File: src/rtl/alu_mul_sequencer.sv
// -----------------------------------------------------------------------------
// alu_mul_sequencer
//
// Unsigned 16x16 shift-and-add multiplier that borrows the shared 16-bit
// LEGv8 ALU rather than instantiating its own multiplier.
//
// Each iteration takes three cycles:
//   ADD : acc + mcand. The sum is kept only when mplier[0] is set.
//   SHL : mcand << 1.
//   SHR : mplier >> 1.
// The ALU result is captured at the end of the same cycle that drives it.
//
// The block returns the low 16 bits of the product. It also returns a sticky
// overflow flag, which is set when the full product does not fit in 16 bits.
//
// Optional feature (macro MUL_EARLY_TERM_EN):
//   The block stops as soon as the shifted multiplier becomes zero. A zero
//   multiplier goes straight to DONE. Without the macro, every operation runs
//   all 16 iterations.
//
// Ports:
//   clock, reset          rising-edge clock, synchronous active-high reset
//   in_valid/in_ready     operand handshake (in_ready high only in IDLE)
//   in_a, in_b            multiplicand, multiplier
//   out_valid/out_ready   result handshake (result held until accepted)
//   product, ovf          low 16 bits of a*b, sticky overflow
//   alu_a, alu_b, alu_fs, alu_c0   ALU drive (idle = zero function)
//   alu_f, alu_status     ALU result and {V,C,N,Z}; only C is used
// -----------------------------------------------------------------------------
module alu_mul_sequencer (
   input  logic        clock,
   input  logic        reset,
   input  logic        in_valid,
   output logic        in_ready,
   input  logic [15:0] in_a,
   input  logic [15:0] in_b,
   output logic        out_valid,
   input  logic        out_ready,
   output logic [15:0] product,
   output logic        ovf,
   output logic [15:0] alu_a,
   output logic [15:0] alu_b,
   output logic [4:0]  alu_fs,
   output logic        alu_c0,
   input  logic [15:0] alu_f,
   input  logic [3:0]  alu_status
);

   localparam logic [4:0] FS_ADD  = 5'b01000;
   localparam logic [4:0] FS_SHL  = 5'b10000;
   localparam logic [4:0] FS_SHR  = 5'b10100;
   localparam logic [4:0] FS_ZERO = 5'b11000;

   typedef enum logic [2:0] {
      S_IDLE,
      S_ADD,
      S_SHL,
      S_SHR,
      S_DONE
   } state_t;

   state_t      state_reg;
   logic [15:0] acc_reg;
   logic [15:0] mcand_reg;
   logic [15:0] mplier_reg;
   logic [3:0]  iter_reg;
   logic        ovf_reg;
   logic        in_ready_reg;
   logic        out_valid_reg;
   logic [15:0] product_reg;
   logic [15:0] alu_a_reg;
   logic [15:0] alu_b_reg;
   logic [4:0]  alu_fs_reg;

   // skip_all: the operation can finish without any iterations.
   // stop_early: the multiplier shifted out this cycle leaves nothing to add.
   logic skip_all;
   logic stop_early;
   logic last_iter;

`ifdef MUL_EARLY_TERM_EN
   assign skip_all   = (in_b == 16'd0);
   assign stop_early = (alu_f == 16'd0);
`else
   assign skip_all   = 1'b0;
   assign stop_early = 1'b0;
`endif

   assign last_iter = (iter_reg == 4'd15) || stop_early;

   // Every ALU drive register is loaded on the edge that enters the state
   // using it. That way, the ALU sees the correct operands during the whole
   // state. Where a register changes on that same edge, the new value is
   // forwarded: for example, the first ADD takes its multiplicand from in_a.
   always_ff @(posedge clock) begin
      if (reset) begin
         state_reg     <= S_IDLE;
         acc_reg       <= 16'd0;
         mcand_reg     <= 16'd0;
         mplier_reg    <= 16'd0;
         iter_reg      <= 4'd0;
         ovf_reg       <= 1'b0;
         in_ready_reg  <= 1'b1;
         out_valid_reg <= 1'b0;
         product_reg   <= 16'd0;
         alu_a_reg     <= 16'd0;
         alu_b_reg     <= 16'd0;
         alu_fs_reg    <= FS_ZERO;
      end else begin
         case (state_reg)
            S_IDLE: begin
               if (in_valid) begin
                  acc_reg      <= 16'd0;
                  mcand_reg    <= in_a;
                  mplier_reg   <= in_b;
                  ovf_reg      <= 1'b0;
                  iter_reg     <= 4'd0;
                  in_ready_reg <= 1'b0;
                  if (skip_all) begin
                     state_reg     <= S_DONE;
                     out_valid_reg <= 1'b1;
                     product_reg   <= 16'd0;
                  end else begin
                     state_reg  <= S_ADD;
                     alu_a_reg  <= 16'd0;
                     alu_b_reg  <= in_a;
                     alu_fs_reg <= FS_ADD;
                  end
               end
            end

            S_ADD: begin
               if (mplier_reg[0]) begin
                  acc_reg <= alu_f;
                  ovf_reg <= ovf_reg | alu_status[2];
               end
               state_reg  <= S_SHL;
               alu_a_reg  <= mcand_reg;
               alu_b_reg  <= 16'd1;
               alu_fs_reg <= FS_SHL;
            end

            S_SHL: begin
               mcand_reg <= alu_f;
               // Bit 15 of mcand is about to be shifted out. If any higher
               // multiplier bit is still pending, a later partial product
               // would need that lost bit, so the result cannot fit.
               if (mcand_reg[15] && (mplier_reg[15:1] != 15'd0)) begin
                  ovf_reg <= 1'b1;
               end
               state_reg  <= S_SHR;
               alu_a_reg  <= mplier_reg;
               alu_b_reg  <= 16'd1;
               alu_fs_reg <= FS_SHR;
            end

            S_SHR: begin
               mplier_reg <= alu_f;
               iter_reg   <= iter_reg + 4'd1;
               if (last_iter) begin
                  state_reg     <= S_DONE;
                  out_valid_reg <= 1'b1;
                  product_reg   <= acc_reg;
                  alu_a_reg     <= 16'd0;
                  alu_b_reg     <= 16'd0;
                  alu_fs_reg    <= FS_ZERO;
               end else begin
                  state_reg  <= S_ADD;
                  alu_a_reg  <= acc_reg;
                  alu_b_reg  <= mcand_reg;
                  alu_fs_reg <= FS_ADD;
               end
            end

            S_DONE: begin
               if (out_ready) begin
                  state_reg     <= S_IDLE;
                  out_valid_reg <= 1'b0;
                  in_ready_reg  <= 1'b1;
               end
            end

            default: begin
               state_reg     <= S_IDLE;
               in_ready_reg  <= 1'b1;
               out_valid_reg <= 1'b0;
               alu_a_reg     <= 16'd0;
               alu_b_reg     <= 16'd0;
               alu_fs_reg    <= FS_ZERO;
            end
         endcase
      end
   end

   assign in_ready  = in_ready_reg;
   assign out_valid = out_valid_reg;
   assign product   = product_reg;
   assign ovf       = ovf_reg;
   assign alu_a     = alu_a_reg;
   assign alu_b     = alu_b_reg;
   assign alu_fs    = alu_fs_reg;
   assign alu_c0    = 1'b0;

endmodule

File: config.mk
export PLATFORM = sky130hd
export DESIGN_NAME = alu_mul_sequencer
export DESIGN_NICKNAME = d
export VERILOG_FILES = /design/src/rtl/alu_mul_sequencer.sv
export SDC_FILE = /design/constraint.sdc
export NUM_CORES = 1
export LEC_CHECK = 0
export BUFFER_PORTS_ARGS = -buffer_cell sky130_fd_sc_hd__buf_4
export CAP_MARGIN = 20
export CORE_ASPECT_RATIO = 0.6
export CORE_MARGIN = 5
export CORE_UTILIZATION = 40
export CTS_BUF_LIST = sky130_fd_sc_hd__clkbuf_4 sky130_fd_sc_hd__clkbuf_8
export DETAILED_ROUTE_END_ITERATION = 6
export PLACE_DENSITY = 0.62
export SETUP_SLACK_MARGIN = 0.5
export SLEW_MARGIN = 15
export SYNTH_ARGS = -nofsm -noshare
export SYNTH_HDL_FRONTEND = slang
export SYNTH_SLANG_ARGS = --single-unit
export TNS_END_PERCENT = 100
File: constraint.sdc
create_clock -name clock -period 2.25 [get_ports clock]
set_input_delay 0.225 -clock clock [delete_from_list [all_inputs] [get_ports clock]]
set_output_delay 0.225 -clock clock [all_outputs]
set_load 0.01 [all_outputs]
# ---- Word-level counts from Yosys, hierarchy flattened
# Index checks and enable logic that the tools add are counted.
# Widths: inputs -> output; s select.
dict set report word_totals {
  rom_bits 0
  mem_count 0
  ramBits 0
  wordCells 75
  latch_bits 0
  regBits 111
  out_inout_bits 57
}
dict set report classes {
  addsub 1
  n_mul 0
  bitwise_logic 4
  order_cmp 0
  div_mod_pow 0
  eq_ne 10
  reduce_logical 19
  n_shift 0
  muxes 29
}
# operator count
set op_table {}
lappend op_table {{$mux 16} 6}
lappend op_table {{$pmux 16 s2} 3}
lappend op_table {{$pmux 16 s5} 1}
lappend op_table {{$pmux 16 s4} 1}
lappend op_table {{$pmux 5 s5} 1}
lappend op_table {{$pmux 3 s5} 1}
lappend op_table {{$reduce_bool 15->1} 1}
lappend op_table {{$mux 5} 2}
lappend op_table {{$ne 2x2->1 const B} 5}
lappend op_table {{$reduce_and 2->1} 5}
lappend op_table {{$mux 3} 3}
lappend op_table {{$pmux 1 s3} 3}
lappend op_table {{$reduce_and 3->1} 3}
lappend op_table {{$pmux 4 s2} 1}
lappend op_table {{$eq 3x2->1 const B} 2}
lappend op_table {{$mux 1} 6}
lappend op_table {{$reduce_bool 2->1} 3}
lappend op_table {{$reduce_or 3->1} 2}
lappend op_table {{$add 4x1->4 const B} 1}
lappend op_table {{$eq 4x4->1 const B} 1}
lappend op_table {{$mux 4} 1}
lappend op_table {{$reduce_and 4->1} 1}
lappend op_table {{$eq 3x1->1 const B} 1}
lappend op_table {{$eq 3x3->1 const B} 1}
lappend op_table {{other kinds (6)} 8}

# ---- Longest topological paths before layout
# Gate-level depths: netlist (run 1).
dict set report depth {
  word_depth 4
  depth_mapped 7
}

# ---- Worst setup path after synthesis (run 1)
# OpenSTA, ideal clock, no wires.
dict set report synth_path {
  kind {register to register}
  startpoint {register state_reg[2]}
  endpoint {register mcand_reg[0]}
  setup_ns 0.147
  slack_ns 0.705
  n_path_buf 3
  arrival_time_ns 1.398
  path_stages_with_launch 7
  path_cell_list {dfxtp_1 > buf_2 > or4b_1 > clkbuf_1 > buf_2 > nand2_1 > a311oi_2}
}
dict set report synth_via {
  elab_chain_cells 3
  word_cells_on_any_way 6
  classes_between {eq/ne (2); mux (1); reduce/logical (3)}
}
# element line_no
set synth_rtl {}
lappend synth_rtl {{from (decl)} 62} ;# state_t state_reg;
lappend synth_rtl {{from (signal assigned)} 97} ;# state_reg <= S_IDLE;
lappend synth_rtl {{from (signal assigned)} 120} ;# state_reg <= S_DONE;
lappend synth_rtl {{from (signal assigned)} 124} ;# state_reg <= S_ADD;
lappend synth_rtl {{$eq 3x2->1 or $logic_not 3->1 (tied branches)} 110} ;# case (state_reg)
lappend synth_rtl {{$reduce_bool 2->1 (no source line) or $ne 2x2->1 (tied branches)} -}
lappend synth_rtl {{$reduce_and 2->1 (no source line)} -}
lappend synth_rtl {{to (signal assigned)} 114} ;# mcand_reg <= in_a;
lappend synth_rtl {{to (signal assigned)} 144} ;# mcand_reg <= alu_f;
lappend synth_rtl {{to (decl)} 64} ;# logic [15:0] mcand_reg;
# Several ways; a longest one is shown, not always the timed one.
# A chain may end at the register's enable or synchronous reset.

# ---- Worst setup path in the final report (run 1)
dict set report layout_path {
  startpoint {register state_reg[0]}
  endpoint {register mcand_reg[1]}
}
# Same word-level chain as after synthesis.

==> qor.txt, run 1 <==
Synthesized cell area: 4880 µm²
CP max-delay cell: or4b_4
CTS tree: done
Global-route wire length before repair: 23.0 mm
Sequential fraction of the synthesis area: 44.7%
Chip height: 95.5 µm
Post-DP Area: 5770 µm²
Status: complete, no violations
Vias in the first global route: 4417
RSZ-0062 raised after global routing: false
Worst skew pair latency: 0.38 ns
Critical Path End Type: register
TNS Setup: 0 ns
Worst slew margin: 48.8%
Final setup viols: 0
Fraction of registers with async set/reset: 0%
CP Data Arrival Time: 1.96 ns
Core area: 12000 µm²
Pre-antenna DRT Iters: 5
Req. time, crit path: 2.49 ns
Post-route cell area: 6080 µm²
Cell family with most CP delay: simple AND/OR/NAND/NOR gates
Initial antenna violation count: 0
# IOs: 113
Final Power: 4.36 mW
Final worst path period share: 76.4%
Final net count: 697
Area Overhead vs Synth: 24.7%
Final Wtd Congestion: 0.809
Final slew viol count: 0
Crit path largest cell delay: 0.58 ns
Slew @ Worst Pin: 0.766 ns
CTS Buf Count: 9
Post-Syn Instances: 558
Initial Util: 40.7%
Setup Crit Path Kind: reg2reg
# diodes: 0
Vias/cell: 5.79
Vias: 4687
Worst-path fanout max: 25
Post-Route WL: 15.2 mm
Starting DRT DRC Count: 313
Critical path launch point type: register
Crit-path cells: buf_4 > or4b_4 > clkbuf_16 > nand2_1 > a311oi_2
Die area: 14600 µm²
Post-CTS Hold Buffers: 0
VDD IR max: 331 µV
Min Tclk post-route: 1.72 ns
Clk pin slew, worst setup/hold paths: 0.11 ns
Clk root buf: clkbuf_8
P per Cell Area: 716 nW/µm²
H-tree depth: 3
Setup Skew: 0.0134 ns
Commonest non-fill, non-tap cell in the layout: buf_4
Synth cell types: 49
Fin. Hold Viols: 0
Max cap viols: 0
Hold Path Class: in2reg
Detail Route Antenna Nets: 0
Seq cells post-synth: 109
Leakage: 2.30 nW
Die width: 153 µm
Synth Warn #: 0
Main synth FF type: dfxtp_1
GRT Util Overall: 19.4%
Largest net degree at the start of global routing: 65
Largest buffer count on any clock path: 2
Average instance area after synthesis: 8.74 µm²
Row count: 31
DRC: 0
Clock tree sinks: 109
Max Clk Rate: 581 MHz
Critical path buffers and inverters: 2
EDFF count, synth: 0
Proportion of layout cells with a drive suffix above 1: 27.6%
Routed len/inst: 18.8 µm
Total gr overflow: 0
Commonest non-fill, non-tap cells in the layout: buf_4 (125), dfxtp_1 (107), nand3_1 (70)
HPWL Detailed: 10.3 mm
Port Buffers: 106
cell families (layout without fill, tap and decap cells):
kind of cell | count (synthesis) | in the layout | share of synthesized area (%)
other | 1 | 3 | 0.0769
buffers and inverters | 65 | 150 | 6.75
AOI/OAI and AO/OA | 165 | 165 | 26.0
DFF | 109 | 109 | 44.7
and+or+nand+nor | 216 | 216 | 22.0
adders and majority gates | 1 | 1 | 0.256
xor gates and xnor gates | 1 | 1 | 0.180
report_power, final:
group | switching (mW) | internal (mW) | total, mW
clock network | 0.723 | 0.533 | 1.26
registers | 0.121 | 2.07 | 2.19
logic | 0.519 | 0.389 | 0.908
total | 1.36 | 2.99 | 4.36
metal layers:
metal	share of wire, %	track usage, %	up-vias
li1	-	-	2229
met3	6.5	3.95	14
met1	48	26.9	2271
met4	0.90	4.30	0
met2	45	31.7	173
met5	0	0	-
what timing repair did:
action / in CTS / in global routing
pin swaps: 0 / 1
gates resized for setup: 5 / 11
buffers inserted: 0 / 2
endpoints found under the setup margin: 69 / 92
cloned: 0 / 2
cell usage after synthesis (2+ instances only):
master / instances / area, µm²
buf_1: 3 / 11.3
a221o_1: 16 / 160
nor3_1: 4 / 20.0
o211ai_1: 16 / 120
inv_1: 2 / 7.51
buf_6: 4 / 45.0
clkbuf_1: 26 / 97.6
nand2b_1: 3 / 18.8
a21oi_1: 39 / 195
o21ai_0: 18 / 90.1
nor3b_4: 2 / 37.5
a2111oi_0: 2 / 17.5
dfxtp_1: 109 / 2180
a22oi_1: 16 / 120
nand2_1: 68 / 255
a311oi_2: 16 / 240
buf_4: 7 / 52.6
a31oi_1: 16 / 100
nor4_1: 3 / 18.8
nor2_1: 35 / 131
a311oi_1: 18 / 158
and3_1: 16 / 100
nand3_1: 71 / 355
buf_2: 23 / 115
metrics by stage:
step	hold WS [ns]	setup slack, ns	instances	util [%]
3_3_place_gp	0.467	0.295	790	48.1
4_1_cts	0.100	0.502	806	50.0
3_5_place_dp	0.468	0.239	790	48.1
6_report	0.111	0.530	810	50.8
2_1_floorplan	0.384	0.705	560	-
5_1_grt	0.107	0.489	810	50.8
cell type report:
class                   count  area (µm²)
fillers                  1134        5900
multi-input cells         386        2400
flip-flops and latches    109        2190
repair buffers            132        1070
well taps                 165         206
clock buffers               9         124
clock inverters             7        83.8
inverters                   2        7.51
tightest hold or removal path, cell delays in order:
cell	delay (ns)
buf_4	0.11
nand2_1	0.05
a311oi_1	0.07
worst paths after layout:
check                                endpoint  depth (start not counted)  slack, ns         start
worst min-delay path            mplier_reg[9]                          3       0.11       in_b[9]
worst max-delay path             mcand_reg[1]                          5       0.53  state_reg[0]
worst max register to register   mcand_reg[1]                          5       0.53  state_reg[0]
worst min register to register      alu_fs[2]                          2       0.48     alu_fs[2]
No activity file was read; power rests on OpenSTA's default activity.
==> inputs of run 2 (changes only) <==
==> constraint.sdc (replaced) <==
create_clock -name clock -period 1.8 [get_ports clock]
set_input_delay 0.18 -clock clock [delete_from_list [all_inputs] [get_ports clock]]
set_output_delay 0.18 -clock clock [all_outputs]
set_load 0.01 [all_outputs]
==> run 2 against run 1 <==
Effect of this change: fmax rose by 1.8%; register-to-register slack got worse by 0.42 ns; sequential power rose by 27%; flip-flop and latch count did not move; sequential share of layout area fell by 7.0 points; clock skew rose by 0.0038 ns; power rose by 43%; hold slack got worse by 0.052 ns; via count rose by 13%.
==> qor.txt, run 2 (synthesis results as in run 1) <==
# IOs: 113
Total gr overflow: 0
Setup Crit Path Kind: reg2reg
HPWL Detailed: 10.5 mm
CTS Buf Count: 9
DRC: 0
Vias/cell: 6.14
Pre-antenna DRT Iters: 5
Clk network pwr share: 24.6%
CP max-delay cell: dfxtp_4
Flop pwr share: 44.5%
Proportion of layout cells with a drive suffix above 1: 48.4%
Largest net degree at the start of global routing: 53
Clk pin slew, worst setup/hold paths: 0.11 ns
Reg2reg path depth: 7
Req. time, crit path: 2.11 ns
Vias: 5289
Commonest non-fill, non-tap cell in the layout: buf_4
CTS tree: done
Fin. Hold Viols: 0
Critical Path End Type: register
# diodes: 0
Clock tree sinks: 109
Max cap viols: 0
Area Overhead vs Synth: 56.1%
Max Clk Rate: 592 MHz
Final Wtd Congestion: 0.834
Fillers: 957
Worst skew pair latency: 0.40 ns
Setup Skew: 0.0171 ns
Post-Route WL: 19.2 mm
Final net count: 748
Slew @ Worst Pin: 0.700 ns
Reg2Reg Launch Point: state_reg[1]
Most used cell, CP: buf_6
Place WS: -0.0809 ns
Sw frac: 33.2%
Combinational power share: 31.0%
Global-route wire length before repair: 28.2 mm
TNS Setup: 0 ns
Leakage: 2.88 nW
H-tree depth: 3
GRT Util Overall: 24.7%
Starting DRT DRC Count: 465
Multi-input gate area: 3000 µm²
Final setup viols: 0
Switch Pwr: 2.07 mW
VDD IR max: 400 µV
Final slew viol count: 0
Hold Path Class: in2reg
Detail Route Antenna Nets: 0
Row count: 31
Crit path to: mcand_reg[5]
Chip height: 95.5 µm
Die width: 153 µm
RSZ-0062 raised after global routing: true
Initial Util: 40.7%
P per Cell Area: 821 nW/µm²
Crit path largest cell delay: 0.39 ns
Critical path launch point type: register
Initial antenna violation count: 0
Routed len/inst: 22.3 µm
Commonest non-fill, non-tap cells in the layout: buf_4 (129), dfxtp_1 (104), nand3_1 (54)
CP Data Arrival Time: 2.00 ns
Reg2reg end: mcand_reg[5]
Internal: 4.18 mW
Worst-path fanout max: 8
Status: complete, no violations
Worst hold slack: 0.0592 ns
Final Power: 6.25 mW
Clk root buf: clkbuf_8
Port Buffers: 106
Setup slack, reg-to-reg: 0.11 ns
Final worst path period share: 93.9%
Largest buffer count on any clock path: 2
Post-CTS Hold Buffers: 0
Vias in the first global route: 5053
Final worst slack: 0.110 ns
Register Area: 2200 µm²
Worst slew margin: 53.3%
Min Tclk post-route: 1.69 ns
Crit path from: state_reg[1]
Crit-path cells: buf_6 > nor4b_4 > buf_6 > buf_12 > buf_16 > nand2_4 > a311oi_2
Core area: 12000 µm²
Die area: 14600 µm²
==> run 2: cell type report <==
cell class,instances,share of cell area (%)
multi-input combinational,386,39.4
tap,165,2.71
inverter,2,0.0986
sequential,109,28.9
timing repair buffer,183,26.3
clock inverter,5,0.608
clock buffer,11,1.99
==> run 2: critical path: cells and delay by family, from the launching register on <==
kind            cells  cell delay, ns
buf+inv             4            0.61
flops               1            0.39
simple gates        2            0.36
compound gates      1            0.26
==> run 2: repair_timing <==
action,CTS,global route
endpoints found under the setup margin,107,108
pin swaps,34,77
setup buffers,19,12
gates cloned,17,4
gates resized for setup,83,91
==> run 2: per-stage QoR <==
step,std cells,utilization [%],area (µm²)
6_report,861,63.5,7610
5_1_grt,861,63.5,7610
4_1_cts,845,58.6,7030
3_5_place_dp,793,49.1,5890
3_3_place_gp,793,49.1,5890
2_1_floorplan,560,-,5050
==> run 2: worst min path at each step <==
stage,from,to,cells past startpoint
global placement,in_b[10],mplier_reg[10],3
global route,in_b[8],mplier_reg[8],3
finish,out_ready,state_reg[2],3
CTS,in_b[8],mplier_reg[8],3
detailed placement,in_b[8],mplier_reg[8],3
floorplan,in_b[10],mplier_reg[10],2
==> run 2: power groups by stage <==
stage                     registers, mW  logic [mW]  clock network, mW
after floorplan                    2.78       0.720                  0
after global placement             2.80        1.09                  0
after detailed placement           2.80        1.11                  0
after CTS                          2.75        1.70               1.56
after global routing               2.80        2.01               1.66
final                              2.78        1.94               1.53
==> run 2: metal layers <==
metal	track usage (%)	routed length, µm	vias up
met5	0	0	-
met4	6.82	190	0
met3	5.99	1720	21
met2	38.2	8650	272
met1	34.6	8610	2649
li1	-	-	2347
==> inputs of run 3 (changes only) <==
--- a/config.mk
+++ b/config.mk
@@ -9,12 +9,12 @@
 export CAP_MARGIN = 20
 export CORE_ASPECT_RATIO = 0.6
 export CORE_MARGIN = 5
-export CORE_UTILIZATION = 40
+export CORE_UTILIZATION = 56
 export CTS_BUF_LIST = sky130_fd_sc_hd__clkbuf_4 sky130_fd_sc_hd__clkbuf_8
 export DETAILED_ROUTE_END_ITERATION = 6
-export PLACE_DENSITY = 0.62
+export PLACE_DENSITY = 0.83
 export SETUP_SLACK_MARGIN = 0.5
-export SLEW_MARGIN = 15
+export SLEW_MARGIN = 20
 export SYNTH_ARGS = -nofsm -noshare
 export SYNTH_HDL_FRONTEND = slang
 export SYNTH_SLANG_ARGS = --single-unit
==> run 3 against run 2 <==
Effect of this change: the flow now finishes with violations (DRC, setup timing); first-iteration DRC count grew to 2.9 times the previous value; routed wire length grew 44%; non-clock buffer count grew 10; via count grew 23%; register-to-register slack lost 0.19 ns; die area shrank 26%; flip-flop and latch count is the same; power grew 7.0%; critical path type unchanged; largest power group unchanged.
==> qor.txt, run 3 (synthesis results as in run 1) <==
HPWL Detailed: 10.4 mm
Commonest non-fill, non-tap cells in the layout: buf_4 (138), dfxtp_1 (103), nand3_1 (53)
Initial Util: 57.5%
Largest buffer count on any clock path: 2
Final net count: 758
Row count: 26
Vias/cell: 7.99
Clk root buf: clkbuf_8
Area Overhead vs Synth: 55.6%
Pre-antenna DRT Iters: 7
Initial antenna violation count: 0
Core area: 8490 µm²
CTS tree: done
Final setup viols: 2
Proportion of layout cells with a drive suffix above 1: 48.7%
Worst skew pair latency: 0.41 ns
# IOs: 113
VDD IR max: 569 µV
Final Non-Filler Cells: 817
Min Tclk post-route: 1.88 ns
Final Wtd Congestion: 0.932
Clock tree sinks: 109
Final slew viol count: 0
Port Buffers: 106
Final worst path period share: 105%
Post-Route WL: 27.6 mm
Worst slew margin: 51.0%
P per Cell Area: 881 nW/µm²
Largest net degree at the start of global routing: 53
Reg2reg path depth: 8
Die width: 130 µm
Global-route wire length before repair: 31.4 mm
Setup Crit Path Kind: reg2reg
Fillers: 307
Req. time, crit path: 2.11 ns
Slew @ Worst Pin: 0.735 ns
Post-route cell area: 7590 µm²
Vias in the first global route: 5625
Critical Path End Type: register
Status: complete, but fails checks
Final worst slack: -0.0835 ns
H-tree depth: 3
Post-DP Area: 5840 µm²
CTS Buf Count: 9
Hold Path Class: in2reg
Die area: 10700 µm²
Setup Skew: 0.0141 ns
Worst Hold Path Cells: 3
RSZ-0062 raised after global routing: true
CP Data Arrival Time: 2.19 ns
Clk pin slew, worst setup/hold paths: 0.11 ns
Worst-path fanout max: 6
Routed len/inst: 33.8 µm
Starting DRT DRC Count: 1354
Failing checks: DRC, setup timing
Commonest non-fill, non-tap cell in the layout: buf_4
Register Area: 2200 µm²
Multi-input gate area: 2920 µm²
Leakage: 2.95 nW
Detail Route Antenna Nets: 0
Critical path launch point type: register
Vias: 6530
GRT Util Overall: 38.6%
Final design utilization: 89.4%
Placed insts: 739
# diodes: 0
Fin. Hold Viols: 0
Total gr overflow: 0
Max cap viols: 0
Max Clk Rate: 531 MHz
DRC: 122
Chip height: 82.3 µm
==> run 3: report_power, final <==
group          switching [mW]  internal, mW  leakage [nW]
clock network           0.928         0.820         0.105
registers               0.225          2.59         0.893
logic                    1.15         0.983          1.95
==> run 3: layout make-up <==
cell class                      instances  share of cell area [%]
Timing Repair Buffer                  193                    27.7
Multi-Input combinational cell        386                    38.5
Sequential cell                       109                    29.0
Inverter                                2                  0.0989
Tap cell                              112                    1.85
Clock inverter                          5                    1.10
Clock buffer                           10                    1.81
==> run 3: critical path: stages, from the launching register on <==
cell	delay (ns)
dfxtp_4	0.38
buf_8	0.13
buf_4	0.17
nor3b_4	0.23
buf_6	0.21
buf_12	0.12
buf_16	0.13
a22oi_1	0.10
a31oi_1	0.30
==> run 3: final timing paths <==
check          startpoint       endpoint  slack [ns]
max          state_reg[1]       alu_a[0]       -0.08
min              in_a[10]  mcand_reg[10]        0.07
max reg2reg  state_reg[1]       alu_a[0]       -0.08
min reg2reg   product[14]    product[14]        0.51
==> run 3: per-layer routing <==
layer | GRT usage (%) | part of all wire [%] | up-vias | wire length, µm
li1 | - | - | 2357 | -
met1 | 47.9 | 33 | 2930 | 9080
met2 | 60.0 | 39 | 890 | 10700
met3 | 11.8 | 18 | 353 | 5040
met4 | 22.7 | 10 | 0 | 2840
met5 | 0 | 0 | - | 0
==> run 3: repair_timing <==
item | CTS | global route
gates cloned | 11 | 9
hold buffers | 0 | 0
buffers inserted | 28 | 15
setup endpoints to repair | 108 | 108
pin swaps | 24 | 58
gates resized for setup | 87 | 76
==> run 3: per-stage QoR <==
step	power, mW	setup WS (ns)	TNS, ns	hold slack, ns
global route	6.74	-0.103	-0.358	0.0642
floorplan	3.50	0.322	0	0.339
global placement	3.87	0.0156	0	0.459
CTS	5.98	0.194	0	0.0515
finish	6.69	-0.0835	-0.147	0.0666
detailed placement	3.91	-0.105	-1.48	0.468
